`src/rtl/sbox_ti_seq_pkg.sv`:
```
// Shared types for the TI S-box round sequencer: FSM states, share vector, counter width.
// Optional remasking is enabled by SBOX_TI_REMASK_EN (see sbox_ti_share_reg).
package sbox_ti_seq_pkg;

  localparam int CNT_W      = 3;
  localparam int NSHARE_DEF = 3;
  localparam int W_DEF      = 4;

  typedef enum logic [1:0] {
    IDLE = 2'd0,
    RUN  = 2'd1,
    HOLD = 2'd2
  } seq_state_e;

  typedef logic [NSHARE_DEF*W_DEF-1:0] share_vec_t;

endpackage

```
`src/rtl/sbox_ti_share_reg.sv`:
```
// Share register between TI rounds: clear/load/capture mux plus optional remask network.
// Define SBOX_TI_REMASK_EN to add the i_rnd port and refresh the shares on every capture.
module sbox_ti_share_reg
  import sbox_ti_seq_pkg::*;
#(
  parameter int NSHARE = 3,
  parameter int W      = 4
) (
  input  logic                  clk,
  input  logic                  rst,
  input  logic                  i_clear,
  input  logic                  i_load,
  input  logic                  i_capture,
  input  logic [NSHARE*W-1:0]   i_loadShares,
  input  logic [NSHARE*W-1:0]   i_stageOut,
`ifdef SBOX_TI_REMASK_EN
  input  logic [(NSHARE-1)*W-1:0] i_rnd,
`endif
  output logic [NSHARE*W-1:0]   o_shares
);

  logic [NSHARE*W-1:0] r_shares;
  logic [NSHARE*W-1:0] w_captureVal;

`ifdef SBOX_TI_REMASK_EN
  logic [W-1:0] w_rndSum;

  // Each fresh mask is added to one share and also to the last one, so the XOR of all shares is unchanged.
  always_comb begin
    w_rndSum     = '0;
    w_captureVal = i_stageOut;
    for (int i = 0; i < NSHARE-1; i++) begin
      w_captureVal[i*W +: W] = i_stageOut[i*W +: W] ^ i_rnd[i*W +: W];
      w_rndSum               = w_rndSum ^ i_rnd[i*W +: W];
    end
    w_captureVal[(NSHARE-1)*W +: W] = i_stageOut[(NSHARE-1)*W +: W] ^ w_rndSum;
  end
`else
  assign w_captureVal = i_stageOut;
`endif

  always_ff @(posedge clk or posedge rst) begin
    if (rst)            r_shares <= '0;
    else if (i_clear)   r_shares <= '0;
    else if (i_load)    r_shares <= i_loadShares;
    else if (i_capture) r_shares <= w_captureVal;
  end

  assign o_shares = r_shares;

endmodule

```
`src/rtl/sbox_ti_round_sequencer.sv`:
```
// Sequences a registered multi-round TI S-box over a time-multiplexed external round datapath.
// Define SBOX_TI_REMASK_EN to add the rnd port used for per-round share remasking.
module sbox_ti_round_sequencer
  import sbox_ti_seq_pkg::*;
#(
  parameter int NSHARE = 3,
  parameter int W      = 4,
  parameter int ROUNDS = 2
) (
  input  logic                  clk,
  input  logic                  rst,
  input  logic                  flush,
  input  logic                  in_valid,
  output logic                  in_ready,
  input  logic [NSHARE*W-1:0]   in_shares,
  output logic [NSHARE*W-1:0]   stage_in,
  output logic [CNT_W-1:0]      stage_round,
  input  logic [NSHARE*W-1:0]   stage_out,
  output logic                  out_valid,
  input  logic                  out_ready,
  output logic [NSHARE*W-1:0]   out_shares
`ifdef SBOX_TI_REMASK_EN
  ,
  input  logic [(NSHARE-1)*W-1:0] rnd
`endif
);

  localparam logic [CNT_W-1:0] LAST_ROUND = CNT_W'(ROUNDS);

  seq_state_e          r_state;
  seq_state_e          w_nextState;
  logic [CNT_W-1:0]    r_cnt;
  logic [CNT_W-1:0]    w_nextCnt;
  logic                w_load;
  logic                w_capture;
  logic                w_clear;
  logic [NSHARE*W-1:0] w_shares;

  always_ff @(posedge clk or posedge rst) begin
    if (rst) begin
      r_state <= IDLE;
      r_cnt   <= '0;
    end else begin
      r_state <= w_nextState;
      r_cnt   <= w_nextCnt;
    end
  end

  // flush is applied last so it overrides any load, capture or state change decided above.
  always_comb begin
    w_nextState = r_state;
    w_nextCnt   = r_cnt;
    w_load      = 1'b0;
    w_capture   = 1'b0;
    w_clear     = 1'b0;
    case (r_state)
      IDLE: begin
        if (in_valid) begin
          w_load      = 1'b1;
          w_nextState = RUN;
          w_nextCnt   = CNT_W'(1);
        end
      end
      RUN: begin
        w_capture = 1'b1;
        if (r_cnt == LAST_ROUND) w_nextState = HOLD;
        else                     w_nextCnt   = r_cnt + CNT_W'(1);
      end
      HOLD: begin
        if (out_ready) begin
          w_nextState = IDLE;
          w_nextCnt   = '0;
        end
      end
      default: begin
        w_nextState = IDLE;
        w_nextCnt   = '0;
      end
    endcase
    if (flush) begin
      w_nextState = IDLE;
      w_nextCnt   = '0;
      w_load      = 1'b0;
      w_capture   = 1'b0;
      w_clear     = 1'b1;
    end
  end

  sbox_ti_share_reg #(
    .NSHARE (NSHARE),
    .W      (W)
  ) u_shareReg (
    .clk          (clk),
    .rst          (rst),
    .i_clear      (w_clear),
    .i_load       (w_load),
    .i_capture    (w_capture),
    .i_loadShares (in_shares),
    .i_stageOut   (stage_out),
`ifdef SBOX_TI_REMASK_EN
    .i_rnd        (rnd),
`endif
    .o_shares     (w_shares)
  );

  assign in_ready    = (r_state == IDLE);
  assign out_valid   = (r_state == HOLD);
  assign stage_round = (r_state == RUN) ? r_cnt : '0;
  assign stage_in    = w_shares;
  assign out_shares  = w_shares;

endmodule

```
`config.mk`:
```
export PLATFORM = sky130hd
export DESIGN_NAME = sbox_ti_round_sequencer
export DESIGN_NICKNAME = d
export VERILOG_FILES = /design/src/rtl/sbox_ti_seq_pkg.sv /design/src/rtl/sbox_ti_share_reg.sv /design/src/rtl/sbox_ti_round_sequencer.sv
export SDC_FILE = /design/constraint.sdc
export NUM_CORES = 1
export LEC_CHECK = 0
export ABC_AREA = 1
export CORE_MARGIN = 3
export CORE_UTILIZATION = 30
export DETAILED_ROUTE_END_ITERATION = 8
export PLACE_DENSITY = 0.7
export SLEW_MARGIN = 20
export SYNTH_ARGS = -nofsm -noshare
export SYNTH_HDL_FRONTEND = slang
export SYNTH_SLANG_ARGS = --single-unit
```
`constraint.sdc`:
```
create_clock -name clk -period 1.1 [get_ports clk]
set_clock_uncertainty 0.05 [all_clocks]
set_input_delay 0.11 -clock clk [delete_from_list [all_inputs] [get_ports clk]]
set_output_delay 0.11 -clock clk [all_outputs]
set_load 0.03 [all_outputs]
```
==> Word-level counts from Yosys, hierarchy flattened <==
Cells that the tools add are included.
{ "totals": {"ff_bits": 17, "latchBits": 0, "ram_bits": 0, "romBits": 0, "output_inout_bits": 29, "word_cells": 35, "mem_count": 0} }
{ "classes": {"add_sub_neg": 1, "mul": 0, "div_mod_pow": 0, "order_cmp": 0, "n_eq_ne": 7, "shift": 0, "mux": 20, "bitwise_logic": 0, "n_reduce_logical": 4} }
{ "op_table": {"columns": ["operator", "n"], "rows": [
  ["$mux 12", 3],
  ["$mux 3", 5],
  ["$ne 3x3->1 const B", 3],
  ["$pmux 3 s3", 1],
  ["$mux 2", 4],
  ["$mux 1", 6],
  ["$pmux 2 s3", 1],
  ["$reduce_and 3->1", 2],
  ["$add 3x1->3 const B", 1],
  ["$eq 3x2->1 const B", 1],
  ["$ne 3x2->1 const B", 1],
  ["$reduce_bool 3->1", 1],
  ["$eq 2x1->1 const B", 1],
  ["$eq 2x2->1 const B", 1],
  ["$logic_not 2->1", 1]
]} }

==> Logic depth before layout (Yosys ltp) <==
Gate-level depths: netlist of the first run.
{ "depth": {"word_depth": 6, "ltp_mapped": 8, "mapped_depth_nobuf": 8} }

==> Hierarchy <==
A second synthesis of the first run with hierarchy kept.
{ "unflattened": {"cells_unflattened": 154, "hier_area_um2": 1108.6} }
{ "by_module_without_submodules": {"columns": ["module", "instances", "cells_each", "area_each_um2", "seq_area_each_um2"], "rows": [
  ["sbox_ti_share_reg", 1, 94, 661.9, 300.3],
  ["sbox_ti_round_sequencer", 1, 60, 446.7, 125.1]
]} }

==> Least setup slack after synthesis of the first run <==
No wires, ideal clock.
{ "synth_path": {"path_type": "register to output", "startpoint": "register r_state[1]", "endpoint": "output stage_round[1]", "t_arrival_ps": 1199, "required_ps": 940, "path_slack_ps": -259, "stages_incl_launch_ff": 5, "n_path_buf": 1, "path_cell_list": "dfrtp_1 -> inv_2 -> nand2_4 -> buf_6 -> nor2_1"} }
{ "synth_via": {"elab_chain_len": 2} }
{ "synth_rtl": {"columns": ["item", "line_no", "text"], "rows": [
  ["from (decl)", "sbox_ti_round_sequencer.sv:30", "seq_state_e r_state;"],
  ["from (signal assigned)", "sbox_ti_round_sequencer.sv:44", "r_state <= w_nextState;"],
  ["$eq 2x1->1", "sbox_ti_round_sequencer.sv:108", "assign stage_round = (r_state == RUN) ? r_cnt : '0;"],
  ["$mux 3", "sbox_ti_round_sequencer.sv:108", null],
  ["to (decl)", "sbox_ti_round_sequencer.sv:17", "output logic [CNT_W-1:0] stage_round,"]
]} }
No other way between the ends.

==> Final worst setup path of the first run <==
{ "layout_path": {"startpoint": "register r_state[1]", "endpoint": "output in_ready"} }
{ "layout_via": {"elab_chain_len": 1} }
{ "layout_rtl": {"columns": ["item", "line_no", "text"], "rows": [
  ["$logic_not 2->1", "sbox_ti_round_sequencer.sv:106", "assign in_ready = (r_state == IDLE);"],
  ["to (decl)", "sbox_ti_round_sequencer.sv:14", "output logic in_ready,"]
]} }
No other way between the ends.

==> results of run 1 <==
==> where the power goes <==
group | internal (mW) | total [mW] | switching (mW)
logic | 0.547 | 1.19 | 0.642
registers | 0.696 | 0.767 | 0.0717
clock network | 0.253 | 0.505 | 0.253
==> final cells by class <==
cell class	instances	area, sq um
fillers	299	1340
repair buffers	87	863
multi-input cells	98	696
flip-flops and latches	17	428
inverters	23	88.8
well taps	46	57.6
clock buffers	3	41.3
clock inverters	1	5.00
==> registers in the layout, indices dropped and copies added, names as in the netlist <==
register,count
r_cnt,3
r_state,2
u_shareReg.o_shares,12
==> tightest hold or removal path, delay by kind of cell <==
family   cells  cell delay, ns
buf+inv      3            0.69
==> worst max-delay path by stage <==
stage | start | to | cells after the start
after floorplan | r_state[0]$_DFFE_PP0P_ | u_shareReg.o_shares[0]$_DFFE_PP0P_ | 6
after global placement | flush | u_shareReg.o_shares[11]$_DFFE_PP0P_ | 5
after detailed placement | flush | r_cnt[2]$_DFFE_PP0P_ | 7
after CTS | r_state[0]$_DFFE_PP0P_ | stage_round[2] | 4
after global routing | r_state[0]$_DFFE_PP0P_ | u_shareReg.o_shares[1]$_DFFE_PP0P_ | 5
final | r_state[1]$_DFFE_PP0P_ | in_ready | 4
==> kinds of logic after synthesis <==
group,Yosys count,share of synthesized area [%]
simple gates,91,41.4
buf+inv,40,18.7
flops,17,36.9
compound gates,2,0.868
fa+ha+maj,2,2.17
==> what timing repair did <==
| item | in CTS | in global routing |
|---|---|---|
| gates resized for setup | 28 | 20 |
| setup endpoints to repair | 22 | 22 |
| pin swaps | 16 | 15 |
| buffers inserted | 7 | 6 |
| cloned | 3 | 0 |
==> cell usage in the layout (no fill, tap or decap), drive strengths merged <==
cell,n
nand2,37
ha,2
nor3,2
o21ai,2
clkinv,1
inv,23
dfrtp,17
buf,59
clkdlybuf4s50,27
dlygate4sd2,1
nand3b,1
nor2,11
nand4,19
clkbuf,3
nand3,24
==> per-layer routing <==
layer	track usage (%)	vias up	wire [um]
met4	4.96	0	58
li1	-	651	-
met2	30.3	52	2130
met1	18.6	640	1440
met3	4.11	8	291
met5	0	-	0
==> metrics by stage <==
step,util [%],power [mW],hold WS (ns)
after floorplan,-,1.36,-0.0140
after global placement,51.4,1.71,0.399
after detailed placement,51.4,1.72,0.397
after CTS,58.4,2.36,0.121
after global routing,61.9,2.60,0.155
final,61.9,2.46,0.115
==> summary.md, run 1 <==
| Metric | Value |
|---|---|
| Status | complete, but fails checks |
| Failing checks | negative setup slack |
| Crit-path max FO | 4 |
| Clock Tree Buf Depth | 2 |
| DP Area | 1810 sq um |
| Slowest-stage cell, CP | dfrtp_2 |
| Nets | 261 |
| DR DRC count | 0 |
| Fin crit share | 126% |
| Crit Path Class | reg -> out |
| R2r setup slk | -0.26 ns |
| Htree depth | 1 |
| Antenna violations before repair | 0 |
| I/O pin count | 58 |
| Top post-synthesis cells by count | nand2_1, inv_1, nand3_1, nand4_1, dfrtp_1 |
| Final Setup Violations | 22 |
| Critical R2R Launch | r_state[1]$_DFFE_PP0P_ |
| Pins Over Slew Limit | 0 |
| Crit path max-delay family | flip-flops |
| Largest net degree at the start of global routing | 18 |
| Post-Syn Nets | 183 |
| Final Hold Fails | 0 |
| Root cell of the clock tree | clkbuf_8 |
| Die X | 68.0 um |
| Initial DRC count | 93 |
| Top FF cell, synth | dfrtp_1 |
| Post-route cell area | 2180 sq um |
| Setup TNS | -4.58 ns |
| Die height | 68.0 um |
| ANT nets after route | 0 |
| First-pass GRT wire length | 5790 um |
| Drt total wl | 3920 um |
| Dpl cells | 255 |
| Hold buffer count at CTS | 0 |
| Post-synth EDFFs | 0 |
| Std cell rows | 21 |
| Slew @ Worst Pin | 0.572 ns |
| CP Launch Type | register |
| CTS tree | built |
| Min Tclk post-route | 1.39 ns |
| Post-synthesis async set-or-reset flop share | 100% |
| First drt pass iteration count | 4 |
| CP endpoint kind | output port |
| MaxCap Viol Count | 0 |
| Yosys reg bits | 17 |
| PortBufs | 57 |
| Yosys top cell by area | dfrtp_1 |
| Final std cells w/o fill | 275 |
| Routability Congestion | 0.779 |
| Yosys cell types | 22 |
| Setup ws final | -0.288 ns |
| Vias | 1,351 |
| Drt wl/cell | 14.2 um |
| GR Util All Layers | 16.5% |
| Worst path most repeated cell | buf_12 |
| Worst Path Required | 0.94 ns |
| Reg2reg path depth | 7 |
| Synthesized cell area | 1150 sq um |
| Vias in the first global route | 1,285 |
| Clock-pin slew on the worst setup and hold paths | 0.08 ns |
| Clock sinks | 17 |
| RSZ-0062 raised after global routing | true |
| Worst-path cell chain | buf_12 -> nor2_8 -> buf_12 -> buf_8 |
| Peak supply drop | 0.547 mV |
| Crit-path max cell delay | 0.46 ns |
| Synth Warn # | 0 |
| Synth top area share | 36.9% |
| F_max | 0.721 GHz |
| N_diodes | 0 |
| Synthesis-to-layout area growth | 88.9% |
| Leak pwr | 1.09 nW |
| RR Endpoint | u_shareReg.o_shares[10]$_DFFE_PP0P_ |
| Total CTS buffers | 3 |
| Starting Density | 32.8% |
| CP bufs+invs | 3 |
| Core area | 3520 sq um |
| Largest cells by area after synthesis | dfrtp_1, nand2_1, nand4_1, buf_4, nand3_1 |
| CP arrival | 1.23 ns |
| DP HPWL | 2340 um |
| Syn Area/Cell | 7.59 sq um |
| Place WS | -0.297 ns |
| Vias/cell | 4.91 |
| Post-synthesis instance total | 152 |
| Clk Latency, worst-skew pair | 0.26 ns |
| Overflow after GRT | 0 |
| Power Dens Cells | 1130 nW/um^2 |
| Count leader, synth | nand2_1 |
| Slew HR | 61.9% |
| Hold Crit Class | in -> async |
| Die Area | 4630 sq um |
| Layout cells sized above 1 | 42.8% |
| Sequential fraction of the synthesis area | 36.9% |
Note: power is estimated with default switching activity, not from simulation.
==> run 2: changes to the inputs <==
Settings changed: CAP_MARGIN from default to 30, CORE_MARGIN 3 to 2.
==> run 2 against run 1 <==
  * Critical endpoint unchanged
  * The run still ends with negative setup slack left
  * Sequential cell count unchanged
  * Die area down 5.8%
  * Highest routed layer unchanged
  * Sequential power down 1%
  * Non-clock buffer count down 3
  * Count of clock-buffer cells in the layout unchanged
  * First-iteration DRC count up 18%
  * Largest power group unchanged
  * Combinational power down 5%
  * Maximum frequency up 1.6%
  * Utilization down 5.9 points
  * Hold slack better by 0.012 ns
==> summary.md, run 2 (same netlist as run 1, synthesis figures left out) <==
| Metric | Value |
|---|---|
| FILL cells | 343 (+15%) |
| Most common cell after layout, fill and taps aside | buf_4 |
| Largest net degree at the start of global routing | 19 (+1) |
| Failing checks | negative setup slack |
| Core area | 3690 sq um (+4.8%) |
| DR DRC count | 0 (unchanged) |
| Synthesis-to-layout area growth | 79.2% |
| CP arrival | 1.21 ns (-0.02 ns) |
| Largest register FFs | 12 (unchanged) |
| Overflow after GRT | 0 (unchanged) |
| Fin crit share | 124% (-2.0 points) |
| First-pass GRT wire length | 5330 um (-8.0%) |
| ANT nets after route | 0 (unchanged) |
| Sequential Area | 427 sq um (-0.29%) |
| Leak pwr | 1.05 nW (-3.9%) |
| RSZ-0062 raised after global routing | true |
| First drt pass iteration count | 4 (unchanged) |
| Die Area | 4360 sq um (-5.8%) |
| Clock Tree Buf Depth | 2 (unchanged) |
| Setup TNS | -3.97 ns (+0.612 ns) |
| N_diodes | 0 (unchanged) |
| Die height | 66.0 um (-2.9%) |
| CP endpoint kind | output port |
| CTS tree | built |
| Final Setup Violations | 21 (-4.5%) |
| DP HPWL | 2230 um (-4.9%) |
| Total CTS buffers | 3 (unchanged) |
| Final Hold Fails | 0 (unchanged) |
| CP Launch Type | register |
| Footprint of the multi-input gates | 639 sq um (-8.1%) |
| Nets | 258 (-1.1%) |
| Worst Path Required | 0.94 ns (about the same) |
| Initial DRC count | 110 (+18%) |
| I/O pin count | 58 (unchanged) |
| Clock-pin slew on the worst setup and hold paths | 0.07 ns (about the same) |
| Drt wl/cell | 12.5 um (-12%) |
| MaxCap Viol Count | 0 (unchanged) |
| Hold buffer count at CTS | 0 (unchanged) |
| Starting Density | 31.3% (-1.5 points) |
| Crit-path max FO | 5 (+1) |
| Die X | 66.0 um (-2.9%) |
| Htree depth | 1 (unchanged) |
| Antenna violations before repair | 0 (unchanged) |
| Hold WS | 0.126 ns (+0.0116 ns) |
| Status | complete, but fails checks |
| Root cell of the clock tree | clkbuf_8 |
| F_max | 0.732 GHz (+1.6%) |
| Drt total wl | 3440 um (-12%) |
| Vias in the first global route | 1,176 (-8.5%) |
| Hold Crit Class | in -> async |
| Most frequent cells in the layout | buf_4, nand2_1, clkdlybuf4s50_1 |
| GR Util All Layers | 15.5% (-1.0 points) |
| Std cell rows | 22 (+4.8%) |
| Power Dens Cells | 1150 nW/um^2 (+1.5%) |
| Clock sinks | 17 (unchanged) |
| Min Tclk post-route | 1.37 ns (-0.0223 ns) |
| Crit Path Class | reg -> out |
| Setup ws final | -0.265 ns (+0.0223 ns) |
| Slew HR | 63.2% (+1.4 points) |
| Routability Congestion | 0.860 (+10%) |
| Vias/cell | 4.72 (-3.9%) |
| Layout cells sized above 1 | 39.8% (-3.0 points) |
| Vias | 1,293 (-4.3%) |
| Slew @ Worst Pin | 0.552 ns (-0.0203 ns) |
| PortBufs | 57 (unchanged) |
| Pins Over Slew Limit | 0 (unchanged) |
| Clk Latency, worst-skew pair | 0.25 ns (about the same) |
| Peak supply drop | 0.442 mV (-19%) |
run 2: cell count changes in the layout (fill, tap and decap cells not counted), moves of 2 or more:
cell / previous run / this run
nand2_1: 26 / 29
nor2_4: 6 / 4
nor2_1: 2 / 5
inv_2: 3 / 5
nand2_8: 2 / 0
buf_12: 8 / 6
nand3_2: 2 / 4
run 2: layer usage:
layer	global-route usage (%)	vias up	share of wire [%]
met5	0	-	0
met4	3.83	0	0.49
met3	2.21	2	6.9
met2	27.0	55	51
met1	20.1	593	42
li1	-	643	-
run 2: layout make-up:
type / instances / area share (%)
clock inverter: 1 / 0.242
inverter: 23 / 4.18
multi-input combinational: 98 / 30.9
timing repair buffer: 84 / 39.1
tap: 48 / 2.91
sequential: 17 / 20.6
clock buffer: 3 / 2.00
run 2: power by group:
| part | switching, mW | internal [mW] | leakage (nW) |
|---|---|---|---|
| logic | 0.615 | 0.515 | 0.798 |
| registers | 0.0608 | 0.695 | 0.221 |
| clock network | 0.232 | 0.252 | 0.0255 |
run 2: through the flow:
step	cell area (sq um)	setup slack, ns	power, mW	util, %	instances
3_5_place_dp	1810	-0.293	1.72	49.0	258
6_report	2070	-0.265	2.37	56.0	274
3_3_place_gp	1810	-0.302	1.72	49.0	258
5_1_grt	2070	-0.321	2.49	56.0	274
2_1_floorplan	1170	-0.216	1.36	-	152
4_1_cts	2030	-0.252	2.35	55.1	274
run 2: path summary, 6_finish.rpt:
| kind | end | start | cells past startpoint | slack [ns] |
|---|---|---|---|---|
| worst min register to register | u_shareReg.o_shares[8]$_DFFE_PP0P_ | u_shareReg.o_shares[8]$_DFFE_PP0P_ | 2 | 0.51 |
| worst min-delay path | u_shareReg.o_shares[3]$_DFFE_PP0P_ | rst | 3 | 0.13 |
| min in group clk | u_shareReg.o_shares[0]$_DFFE_PP0P_ | stage_out[0] | 3 | 0.38 |
| max in group asynchronous | r_state[1]$_DFFE_PP0P_ | rst | 3 | 0.66 |
| worst max-delay path | in_ready | r_state[1]$_DFFE_PP0P_ | 4 | -0.27 |
| worst max register to register | r_cnt[2]$_DFFE_PP0P_ | r_state[1]$_DFFE_PP0P_ | 9 | -0.23 |
run 2: critical path: stages (launching register included):
cell,delay (ns)
dfrtp_2,0.46
buf_12,0.14
nor2_8,0.10
buf_6,0.12
buf_6,0.12
run 2: timing repair:
action / CTS / global route
gates cloned: 3 / 0
endpoints found under the setup margin: 22 / 22
resized for setup: 22 / 11
setup buffers: 9 / 0
pin swaps: 16 / 11
